--- src/rtl/apb_spi_mbox_if.sv ---
// APB bus bundle between the SPI-to-APB bridge (master) and the mailbox block (slave).
interface apb_spi_mbox_if #(
  parameter int unsigned ADDR_WIDTH = 32,
  parameter int unsigned DATA_WIDTH = 32
);
  logic                  psel;
  logic                  penable;
  logic [ADDR_WIDTH-1:0] paddr;
  logic                  pwrite;
  logic [DATA_WIDTH-1:0] pwdata;
  logic [DATA_WIDTH-1:0] prdata;
  logic                  pready;

  modport master (
    output psel, penable, paddr, pwrite, pwdata,
    input  prdata, pready
  );

  modport slave (
    input  psel, penable, paddr, pwrite, pwdata,
    output prdata, pready
  );
endinterface

--- src/rtl/apb_spi_mbox.sv ---
// APB mailbox slave: ID/scratch/control/status registers plus TX and RX mailbox FIFOs
// bridging APB transfers from the SPI host to on-chip valid/ready streams.
module apb_spi_mbox #(
  parameter int unsigned APB_ADDR_WIDTH = 32,
  parameter int unsigned APB_DATA_WIDTH = 32,
  parameter int unsigned FIFO_DEPTH     = 4,
  parameter int unsigned WAIT_STATES    = 0,
  parameter logic [31:0] ID_VALUE       = 32'h5350_4D42
) (
  input  logic                      apb_pclk_i,
  input  logic                      apb_preset_i,
  apb_spi_mbox_if.slave             apb,
  output logic [APB_DATA_WIDTH-1:0] mbx_tx_data_o,
  output logic                      mbx_tx_valid_o,
  input  logic                      mbx_tx_ready_i,
  input  logic [APB_DATA_WIDTH-1:0] mbx_rx_data_i,
  input  logic                      mbx_rx_valid_i,
  output logic                      mbx_rx_ready_o,
  output logic                      irq_o
);

  localparam int unsigned PW = (FIFO_DEPTH > 1) ? $clog2(FIFO_DEPTH) : 1;
  localparam int unsigned CW = PW + 1;
  localparam logic [CW-1:0] DEPTH_C = CW'(FIFO_DEPTH);
  localparam logic [3:0]    WAIT_C  = 4'(WAIT_STATES);

  typedef logic [APB_DATA_WIDTH-1:0]                  word_t;
  typedef logic [FIFO_DEPTH-1:0][APB_DATA_WIDTH-1:0] mem_t;

  typedef enum logic [2:0] {
    REG_ID      = 3'd0,
    REG_STATUS  = 3'd1,
    REG_CTRL    = 3'd2,
    REG_TXDATA  = 3'd3,
    REG_RXDATA  = 3'd4,
    REG_SCRATCH = 3'd5,
    REG_RSVD6   = 3'd6,
    REG_RSVD7   = 3'd7
  } reg_sel_e;

  // State
  logic [3:0]    wcnt_q,      wcnt_d;
  mem_t          tx_mem_q,    tx_mem_d;
  logic [PW-1:0] tx_wptr_q,   tx_wptr_d;
  logic [PW-1:0] tx_rptr_q,   tx_rptr_d;
  logic [CW-1:0] tx_cnt_q,    tx_cnt_d;
  mem_t          rx_mem_q,    rx_mem_d;
  logic [PW-1:0] rx_wptr_q,   rx_wptr_d;
  logic [PW-1:0] rx_rptr_q,   rx_rptr_d;
  logic [CW-1:0] rx_cnt_q,    rx_cnt_d;
  logic          tx_ovf_q,    tx_ovf_d;
  logic          rx_unf_q,    rx_unf_d;
  logic          irq_en_rx_q, irq_en_rx_d;
  logic          irq_en_err_q, irq_en_err_d;
  word_t         scratch_q,   scratch_d;
  logic          irq_q,       irq_d;

  // Transfer decode
  reg_sel_e sel;
  logic     access, xfer_done, wr_done, rd_done;
  logic     ctrl_wr, status_wr, scratch_wr, tx_push_req, rx_pop_req;
  logic     tx_flush, rx_flush;
  logic     tx_full, tx_empty, tx_push, tx_pop;
  logic     rx_full, rx_empty, rx_push, rx_pop;
  word_t    rx_head, rdata;
  logic     unused_addr_bits;

  assign sel       = reg_sel_e'(apb.paddr[4:2]);
  assign access    = apb.psel & apb.penable;
  assign apb.pready = access & (wcnt_q == WAIT_C);
  assign xfer_done = access & apb.pready;
  assign wr_done   = xfer_done & apb.pwrite;
  assign rd_done   = xfer_done & ~apb.pwrite;

  assign ctrl_wr     = wr_done & (sel == REG_CTRL);
  assign status_wr   = wr_done & (sel == REG_STATUS);
  assign scratch_wr  = wr_done & (sel == REG_SCRATCH);
  assign tx_push_req = wr_done & (sel == REG_TXDATA);
  assign rx_pop_req  = rd_done & (sel == REG_RXDATA);
  assign tx_flush    = ctrl_wr & apb.pwdata[8];
  assign rx_flush    = ctrl_wr & apb.pwdata[9];

  // Full/empty come from the registered counts, so a same-cycle pop never frees room for a push.
  assign tx_full  = (tx_cnt_q == DEPTH_C);
  assign tx_empty = (tx_cnt_q == '0);
  assign tx_push  = tx_push_req & ~tx_full;
  assign tx_pop   = ~tx_empty & mbx_tx_ready_i;

  assign rx_full  = (rx_cnt_q == DEPTH_C);
  assign rx_empty = (rx_cnt_q == '0);
  assign rx_push  = mbx_rx_valid_i & ~rx_full;
  assign rx_pop   = rx_pop_req & ~rx_empty;
  assign rx_head  = rx_empty ? '0 : rx_mem_q[rx_rptr_q];

  assign mbx_tx_data_o  = tx_mem_q[tx_rptr_q];
  assign mbx_tx_valid_o = ~tx_empty;
  assign mbx_rx_ready_o = ~rx_full;
  assign irq_o          = irq_q;

  assign unused_addr_bits = ^{apb.paddr[APB_ADDR_WIDTH-1:5], apb.paddr[1:0]};

  // NOTE: every variable gets its hold value before any branch so no path leaves it unassigned,
  // which would otherwise infer a latch.
  always_comb begin
    wcnt_d       = (access && !apb.pready) ? wcnt_q + 4'd1 : 4'd0;

    tx_mem_d     = tx_mem_q;
    tx_wptr_d    = tx_wptr_q;
    tx_rptr_d    = tx_rptr_q;
    tx_cnt_d     = tx_cnt_q;
    rx_mem_d     = rx_mem_q;
    rx_wptr_d    = rx_wptr_q;
    rx_rptr_d    = rx_rptr_q;
    rx_cnt_d     = rx_cnt_q;
    irq_en_rx_d  = irq_en_rx_q;
    irq_en_err_d = irq_en_err_q;
    scratch_d    = scratch_q;

    if (tx_push) tx_mem_d[tx_wptr_q] = apb.pwdata;
    if (tx_flush) begin
      tx_wptr_d = '0;
      tx_rptr_d = '0;
      tx_cnt_d  = '0;
    end else begin
      if (tx_push) tx_wptr_d = tx_wptr_q + PW'(1);
      if (tx_pop)  tx_rptr_d = tx_rptr_q + PW'(1);
      case ({tx_push, tx_pop})
        2'b10:   tx_cnt_d = tx_cnt_q + CW'(1);
        2'b01:   tx_cnt_d = tx_cnt_q - CW'(1);
        default: tx_cnt_d = tx_cnt_q;
      endcase
    end

    if (rx_push) rx_mem_d[rx_wptr_q] = mbx_rx_data_i;
    if (rx_flush) begin
      rx_wptr_d = '0;
      rx_rptr_d = '0;
      rx_cnt_d  = '0;
    end else begin
      if (rx_push) rx_wptr_d = rx_wptr_q + PW'(1);
      if (rx_pop)  rx_rptr_d = rx_rptr_q + PW'(1);
      case ({rx_push, rx_pop})
        2'b10:   rx_cnt_d = rx_cnt_q + CW'(1);
        2'b01:   rx_cnt_d = rx_cnt_q - CW'(1);
        default: rx_cnt_d = rx_cnt_q;
      endcase
    end

    // A new error event wins over a W1C clear landing in the same cycle.
    tx_ovf_d = (tx_push_req & tx_full)  | (tx_ovf_q & ~(status_wr & apb.pwdata[4]));
    rx_unf_d = (rx_pop_req  & rx_empty) | (rx_unf_q & ~(status_wr & apb.pwdata[5]));

    if (ctrl_wr) begin
      irq_en_rx_d  = apb.pwdata[0];
      irq_en_err_d = apb.pwdata[1];
    end
    if (scratch_wr) scratch_d = apb.pwdata;

    irq_d = (irq_en_rx_q & ~rx_empty) | (irq_en_err_q & (tx_ovf_q | rx_unf_q));
  end

  always_comb begin
    rdata = '0;
    case (sel)
      REG_ID:      rdata = word_t'(ID_VALUE);
      REG_STATUS: begin
        rdata[0]     = tx_full;
        rdata[1]     = tx_empty;
        rdata[2]     = rx_full;
        rdata[3]     = rx_empty;
        rdata[4]     = tx_ovf_q;
        rdata[5]     = rx_unf_q;
        rdata[15:8]  = 8'(tx_cnt_q);
        rdata[23:16] = 8'(rx_cnt_q);
      end
      REG_CTRL: begin
        rdata[0] = irq_en_rx_q;
        rdata[1] = irq_en_err_q;
      end
      REG_RXDATA:  rdata = rx_head;
      REG_SCRATCH: rdata = scratch_q;
      default:     rdata = '0;
    endcase
  end

  assign apb.prdata = rd_done ? rdata : '0;

  // NOTE: state updates use non-blocking assignments so every flop samples pre-edge values.
  always_ff @(posedge apb_pclk_i) begin
    if (apb_preset_i) begin
      wcnt_q       <= '0;
      // NOTE: the mailbox storage is cleared too, so the TX head output reads 0 straight out of reset.
      tx_mem_q     <= '0;
      tx_wptr_q    <= '0;
      tx_rptr_q    <= '0;
      tx_cnt_q     <= '0;
      rx_mem_q     <= '0;
      rx_wptr_q    <= '0;
      rx_rptr_q    <= '0;
      rx_cnt_q     <= '0;
      tx_ovf_q     <= 1'b0;
      rx_unf_q     <= 1'b0;
      irq_en_rx_q  <= 1'b0;
      irq_en_err_q <= 1'b0;
      scratch_q    <= '0;
      irq_q        <= 1'b0;
    end else begin
      wcnt_q       <= wcnt_d;
      tx_mem_q     <= tx_mem_d;
      tx_wptr_q    <= tx_wptr_d;
      tx_rptr_q    <= tx_rptr_d;
      tx_cnt_q     <= tx_cnt_d;
      rx_mem_q     <= rx_mem_d;
      rx_wptr_q    <= rx_wptr_d;
      rx_rptr_q    <= rx_rptr_d;
      rx_cnt_q     <= rx_cnt_d;
      tx_ovf_q     <= tx_ovf_d;
      rx_unf_q     <= rx_unf_d;
      irq_en_rx_q  <= irq_en_rx_d;
      irq_en_err_q <= irq_en_err_d;
      scratch_q    <= scratch_d;
      irq_q        <= irq_d;
    end
  end

endmodule

--- src/flat_wrapper.sv ---
// flat-port wrapper written by rule: the top's interface ports become plain ports
module apb_spi_mbox_flat 
#(
  parameter int unsigned APB_ADDR_WIDTH = 32,
  parameter int unsigned APB_DATA_WIDTH = 32,
  parameter int unsigned FIFO_DEPTH     = 4,
  parameter int unsigned WAIT_STATES    = 0,
  parameter logic [31:0] ID_VALUE       = 32'h5350_4D42
)
  (apb_pclk_i, apb_preset_i, mbx_tx_data_o, mbx_tx_valid_o, mbx_tx_ready_i, mbx_rx_data_i, mbx_rx_valid_i, mbx_rx_ready_o, irq_o, apb_psel, apb_penable, apb_paddr, apb_pwrite, apb_pwdata, apb_prdata, apb_pready);
  apb_spi_mbox_if #(.ADDR_WIDTH((32)), .DATA_WIDTH((32))) apb_i ();
  input  logic apb_pclk_i;
  input  logic apb_preset_i;
  output logic [APB_DATA_WIDTH-1:0] mbx_tx_data_o;
  output logic mbx_tx_valid_o;
  input  logic mbx_tx_ready_i;
  input  logic [APB_DATA_WIDTH-1:0] mbx_rx_data_i;
  input  logic mbx_rx_valid_i;
  output logic mbx_rx_ready_o;
  output logic irq_o;
  input wire logic [$bits(apb_i.psel)-1:0] apb_psel;
  input wire logic [$bits(apb_i.penable)-1:0] apb_penable;
  input wire logic [$bits(apb_i.paddr)-1:0] apb_paddr;
  input wire logic [$bits(apb_i.pwrite)-1:0] apb_pwrite;
  input wire logic [$bits(apb_i.pwdata)-1:0] apb_pwdata;
  output wire logic [$bits(apb_i.prdata)-1:0] apb_prdata;
  output wire logic [$bits(apb_i.pready)-1:0] apb_pready;
  assign apb_i.psel = apb_psel;
  assign apb_i.penable = apb_penable;
  assign apb_i.paddr = apb_paddr;
  assign apb_i.pwrite = apb_pwrite;
  assign apb_i.pwdata = apb_pwdata;
  assign apb_prdata = apb_i.prdata;
  assign apb_pready = apb_i.pready;
  apb_spi_mbox #(.APB_ADDR_WIDTH(APB_ADDR_WIDTH), .APB_DATA_WIDTH(APB_DATA_WIDTH), .FIFO_DEPTH(FIFO_DEPTH), .WAIT_STATES(WAIT_STATES), .ID_VALUE(ID_VALUE)) u_core (.apb_pclk_i(apb_pclk_i), .apb_preset_i(apb_preset_i), .apb(apb_i), .mbx_tx_data_o(mbx_tx_data_o), .mbx_tx_valid_o(mbx_tx_valid_o), .mbx_tx_ready_i(mbx_tx_ready_i), .mbx_rx_data_i(mbx_rx_data_i), .mbx_rx_valid_i(mbx_rx_valid_i), .mbx_rx_ready_o(mbx_rx_ready_o), .irq_o(irq_o));
endmodule
--- config.mk ---
export PLATFORM = sky130hd
export DESIGN_NAME = apb_spi_mbox_flat
export DESIGN_NICKNAME = d
export VERILOG_FILES = /design/src/rtl/apb_spi_mbox_if.sv /design/src/rtl/apb_spi_mbox.sv /design/src/flat_wrapper.sv
export SDC_FILE = /design/constraint.sdc
export NUM_CORES = 1
export LEC_CHECK = 0
export ABC_AREA = 0
export CORE_MARGIN = 2
export CORE_UTILIZATION = 35
export DETAILED_ROUTE_END_ITERATION = 8
export GPL_TIMING_DRIVEN = 0
export SYNTH_ARGS = -nofsm -noshare
export SYNTH_HDL_FRONTEND = slang
export SYNTH_SLANG_ARGS = --single-unit
export TNS_END_PERCENT = 100
--- constraint.sdc ---
create_clock -name apb_pclk_i -period 3.1 [get_ports apb_pclk_i]
set_input_delay 0.93 -clock apb_pclk_i [delete_from_list [all_inputs] [get_ports apb_pclk_i]]
set_output_delay 0.93 -clock apb_pclk_i [all_outputs]
set_load 0.05 [all_outputs]
# Word-level counts from Yosys, hierarchy flattened

Index checks and enable logic that the tools add are counted.

Register bits: 311
Bits in latches: 0
Bits in writable memories: 0
ROM bits: 0
Input port bits: 103
Output and inout bits: 68
Logic and storage cells: 115
Memories: 0

Add/subtract/negate cells: 9
Multipliers: 0
Divide/modulo/power cells: 0
$lt $le $gt $ge: 6
Eq/ne operators: 11
Shifts and indexed selects: 0
Muxes and demuxes: 19
Bitwise gates (word level): 36
Reductions and logical operators: 13

Operator list:

| cell                  | number |
|---|---|
| $bwmux W128           | 2 |
| $mux W32              | 6 |
| $bmux W32 S2          | 2 |
| $demux W32 S2         | 2 |
| $pmux W16 S4          | 1 |
| $and A1 B1 Y1         | 24 |
| $pmux W8 S3           | 1 |
| $eq A3 B3 Y1 const B  | 4 |
| $lt A2 B3 Y1 const B  | 4 |
| $pmux W3 S2           | 2 |
| $pmux W4 S3           | 1 |
| $pmux W2 S5           | 1 |
| $logic_not A3 Y1      | 3 |
| $add A2 B1 Y2 const B | 4 |
| $not A1 Y1            | 8 |
| $add A3 B1 Y3 const B | 2 |
| $eq A3 B2 Y1 const B  | 2 |
| $pmux W2 S3           | 1 |
| $reduce_or A2 Y1      | 3 |
| $sub A3 B1 Y3 const B | 2 |
| $add A4 B1 Y4 const B | 1 |
| $eq A2 B1 Y1 const B  | 2 |
| $eq A2 B2 Y1 const B  | 2 |
| $ge A2 B1 Y1 const B  | 2 |
| other kinds (6)       | 12 |

# Longest topological paths before layout

Gate-level depths: netlist of the first run.

Word-level depth: 9
Gate-level depth with buffers: 12
Depth with buffers taken out: 12

# Worst setup path before layout of the first run

Ideal clock, no wire load.

Kind: in2out
From: in apb_paddr[3]
To: out apb_prdata[8]
Data arrival time: 3005 ps
Path slack: -835 ps
Cell stages on the path: 5
Buffers on the path: 2
Path through: clkbuf_1 -> nor3_1 -> clkbuf_1 -> nand2_1 -> a211oi_1

Longest elaborated chain between the ends: 3
Elaborated cells on any way between the ends: 6

RTL lines:

| what                                 | RTL line            | source |
|---|---|---|
| start, declared                      | flat_wrapper.sv:23  | `input wire logic [$bits(apb_i.paddr)-1:0] apb_paddr;` |
| $eq A3 B3 Y1 (tied with other cells) | apb_spi_mbox.sv:164 | `case (sel)` |
| $pmux W16 S4 *                       | apb_spi_mbox.sv:164 |  |
| $mux W32 *                           | apb_spi_mbox.sv:186 | `assign apb.prdata = rd_done ? rdata : '0;` |
| end, declared                        | flat_wrapper.sv:26  | `output wire logic [$bits(apb_i.prdata)-1:0] apb_prdata;` |

Every way passes the cells marked *; elsewhere a longest branch is shown, timed or not.

# Final worst setup path of the first run

From: in apb_pwrite
To: out apb_prdata[30]

Longest elaborated chain between the ends: 3

RTL lines:

| what            | RTL line            | source |
|---|---|---|
| start, declared | flat_wrapper.sv:24  | `input wire logic [$bits(apb_i.pwrite)-1:0] apb_pwrite;` |
| $not A1 Y1      | apb_spi_mbox.sv:73  | `assign rd_done = xfer_done & ~apb.pwrite;` |
| $and A1 B1 Y1   | apb_spi_mbox.sv:73  |  |
| $mux W32        | apb_spi_mbox.sv:186 |  |

Every way passes these cells.

==> flow_metrics.env, run 1 <==
export IMPL_status="finished with violations"
export IMPL_violations="negative setup slack"
export IMPL_min_period_ps=3640
export IMPL_max_vdd_ir_drop_v=0.0002819
export IMPL_final_cell_mix="353 x nand2_1, 306 x dfxtp_1, 175 x a21oi_1"
export IMPL_gp_congestion=0.8340
export IMPL_worst_slack_ps=-539.6
export IMPL_hold_buffers=0
export IMPL_dieArea_um2=41240
export IMPL_seq_area_frac_synth_pct=44.89
export IMPL_die_y_um=203.1
export IMPL_clkTransAtPathRegs_ps=60
export IMPL_comb_power_share_pct=8.2
export IMPL_drtAntennaViolNets=0
export IMPL_yosys_area_share_xor_xnor_pct=0.7578
export IMPL_p_seq_share_pct=45.6
export IMPL_p_clk_share_pct=46.2
export IMPL_slew_limit_headroom_pct=49.94
export IMPL_dpl_cell_count=2153
export IMPL_routedWlPerCell_um=19.09
export IMPL_cts_buffers=35
export IMPL_vias_per_cell=5.054
export IMPL_async_flop_share_pct=0
export IMPL_worst_r2r_startpoint="u_core.wcnt_q[1]"
export IMPL_hold_class="flip-flop to flip-flop"
export IMPL_p_leak_uw=0.006551
export IMPL_ys_ff_latch=311
export IMPL_cp_end_kind="output pin"
export IMPL_first_pass_iters=7
export IMPL_intPower_uw=6923
export IMPL_grt_ovfl_total=0
export IMPL_grt_setup_unrepaired="true"
export IMPL_htree_levels=2
export IMPL_endpoint="apb_prdata[30]"
export IMPL_start_util_pct=35.64
export IMPL_cp_start_kind="input port"
export IMPL_drv_cap=0
export IMPL_switching_share_pct=23.44
export IMPL_netlist_area_um2=13870
export IMPL_drive_above_1_share_pct=17.04
export IMPL_dp_slack_ps=-1670
export IMPL_synth_nets=1613
export IMPL_ioPinCount=171
export IMPL_r2r_cells=13
export IMPL_final_nets=1799
export IMPL_insertion_delay_ps=510
export IMPL_startpoint="apb_pwrite"
export IMPL_tightest_slew_ps=750.9
export IMPL_layout_commonest_cell="nand2_1"
export IMPL_r2r_end="u_core.tx_cnt_q[1]"
export IMPL_synth_cells=1496
export IMPL_utilization_pct=45.75
export IMPL_fin_crit_sh_pct=117.4
export IMPL_drc=0
export IMPL_max_freq_mhz=274.8
export IMPL_synth_edf_count=0
export IMPL_finalSetupViolations=32
export IMPL_drt_iter0_drc=643
export IMPL_syn_to_final_growth_pct=28.36
export IMPL_grt_max_degree=14
export IMPL_cts_buffer_depth=3
export IMPL_grt_total_usage_pct=20.58
export IMPL_synth_distinct_cells=45
export IMPL_syn_mean_instance_area_um2=9.271
export IMPL_p_switching_uw=2119
export IMPL_synthFlopType="dfxtp_1"
export IMPL_slew_viol_final=0
export IMPL_synth_top_family_by_area="simple AND/OR/NAND/NOR gates"
export IMPL_hold_violations=0
export IMPL_grt_pass1_wl_um=66210
export IMPL_final_area_um2=17800
export IMPL_synth_compound_area_share_pct=8.327
export IMPL_crit_type="input port to output pin"
export IMPL_port_buffers=139
export IMPL_synthAdderAreaFrac_pct=1.371
export IMPL_cts_tree="built"
export IMPL_totalWireLength_um=42410
export IMPL_cts_root_buffer="clkbuf_16"
export IMPL_num_vias=11226
export IMPL_core_rowCount=72
export IMPL_finalNonFillerCells=2221
export IMPL_synthMuxAreaShare_pct=20.29
export IMPL_worstPathArrival_ps=2710
export IMPL_skew_ps=17.49
export IMPL_antenna_found_initial=1
export IMPL_hp_start="u_core.rx_mem_q[112]"
export IMPL_ff2ff_setup_slack_ps=510
export IMPL_yosysWarnings=0
export IMPL_dpl_cell_area_um2=16300
export IMPL_die_w_um=203.1
export IMPL_crit_fanout=9
export IMPL_yosys_area_share_simple_pct=20.63
export IMPL_grt_pass1_vias=11570
export IMPL_hpwlAfterDp_um=30770
export IMPL_powerDensity_nw_per_um2=507.9
export IMPL_core_um2=38920
export IMPL_cts_sinks=311
export IMPL_crit_required_ps=2170
export IMPL_p_total_uw=9042
-- synth_stat cells (all sizes together) (4+ instances only) --
library cell,n,area (µm²)
a21oi,177,885.9
a22oi,14,105.1
a31oi,11,68.82
and3,4,25.02
buf,22,112.6
clkbuf,94,352.8
dfxtp,311,6226
ha,12,150.1
inv,14,52.55
mux2i,136,1361
mux4,64,1441
nand2,355,1333
nand2b,162,1013
nand3,9,45.04
nor2,46,172.7
nor3,6,30.03
o21ai,6,30.03
or3,8,50.05
xnor2,7,61.31
xor2,5,43.79
-- state kept, by name, indices dropped and copies added, names as in the netlist, 3 cells and up --
register          flops
u_core.rx_cnt_q       3
u_core.rx_mem_q     128
u_core.scratch_q     32
u_core.tx_cnt_q       3
u_core.tx_mem_q     128
u_core.wcnt_q         4
-- through the flow --
step	hold slack [ps]	TNS [ps]
floorplan	429.7	-174.6
global placement	438.5	-83010
detailed placement	446.0	-85600
CTS	454.3	-14010
global route	469.9	-14300
finish	450.4	-13020
-- power by group through the flow --
stage | combinational (µW) | sequential (µW) | clock (µW)
finish | 741 | 4130 | 4180
global route | 803 | 4130 | 4410
CTS | 735 | 4120 | 4260
detailed placement | 721 | 4210 | 0
global placement | 714 | 4210 | 0
floorplan | 413 | 4190 | 0
-- critical path, stage by stage --
cell and delay [ps]:
dlygate4sd2_1 330, or4_4 620, a21o_4 240, clkbuf_16 180, a31oi_4 210, buf_6 190
-- worst min path at each step --
stage	to	slack, ps	cells past startpoint
after detailed placement	u_core.rx_mem_q[94]	450	2
after global placement	u_core.rx_mem_q[79]	440	2
after floorplan	u_core.wcnt_q[0]	430	1
final	u_core.rx_mem_q[112]	450	2
after global routing	u_core.rx_mem_q[112]	470	2
after CTS	u_core.rx_mem_q[94]	450	2
-- metal layers --
metal	up-vias	part of all wire [%]	GRT usage [%]
li1	5467	-	-
met3	83	4.5	2.841
met5	-	0	0
met2	289	50	36.55
met1	5387	43	25.64
met4	0	3.1	6.830
-- kinds of logic (layout without fill, tap and decap cells) --
group / Yosys count / after routing
and+or+nand+nor: 612 / 612
DFF: 311 / 311
AOI/OAI and AO/OA: 216 / 216
muxes: 201 / 201
buffers and inverters: 130 / 336
adders and majority gates: 14 / 14
xor gates and xnor gates: 12 / 12
other: 0 / 1
-- final cells by class --
cell class / count / area [µm²]
multi-input cells: 1055 / 7537
well taps: 518 / 648.1
plain buffers: 111 / 626.9
flip-flops and latches: 311 / 6235
diodes: 1 / 2.502
inverters: 14 / 52.55
clock buffers: 48 / 1027
fillers: 3795 / 21110
repair buffers: 154 / 1551
clock inverters: 9 / 122.6
-- repair_timing --
action | CTS | global route
gates resized for setup | 377 | 21
cloned | 2 | 0
setup endpoints to repair | 67 | 58
hold endpoints to repair | 0 | 0
pin swaps | 7 | 4
buffers inserted | 7 | 6
(Power assumes the default switching activity.)
==> run 2: changes to the inputs <==
--- a/config.mk
+++ b/config.mk
@@ -8,6 +8,7 @@
 export ABC_AREA = 0
 export CORE_MARGIN = 2
 export CORE_UTILIZATION = 35
+export CTS_CLUSTER_DIAMETER = 80
 export DETAILED_ROUTE_END_ITERATION = 8
 export GPL_TIMING_DRIVEN = 0
 export SYNTH_ARGS = -nofsm -noshare
==> results of run 2 <==
No change in the layout: final DEF, timing and power equal those of run 1.
==> run 3: changes to the inputs <==
--- a/config.mk
+++ b/config.mk
@@ -10,6 +10,7 @@
 export CORE_UTILIZATION = 35
 export CTS_CLUSTER_DIAMETER = 80
 export DETAILED_ROUTE_END_ITERATION = 8
+export GPL_ROUTABILITY_DRIVEN = 0
 export GPL_TIMING_DRIVEN = 0
 export SYNTH_ARGS = -nofsm -noshare
 export SYNTH_HDL_FRONTEND = slang
==> results of run 3 <==
No change in the layout: final DEF, timing and power equal those of run 1.
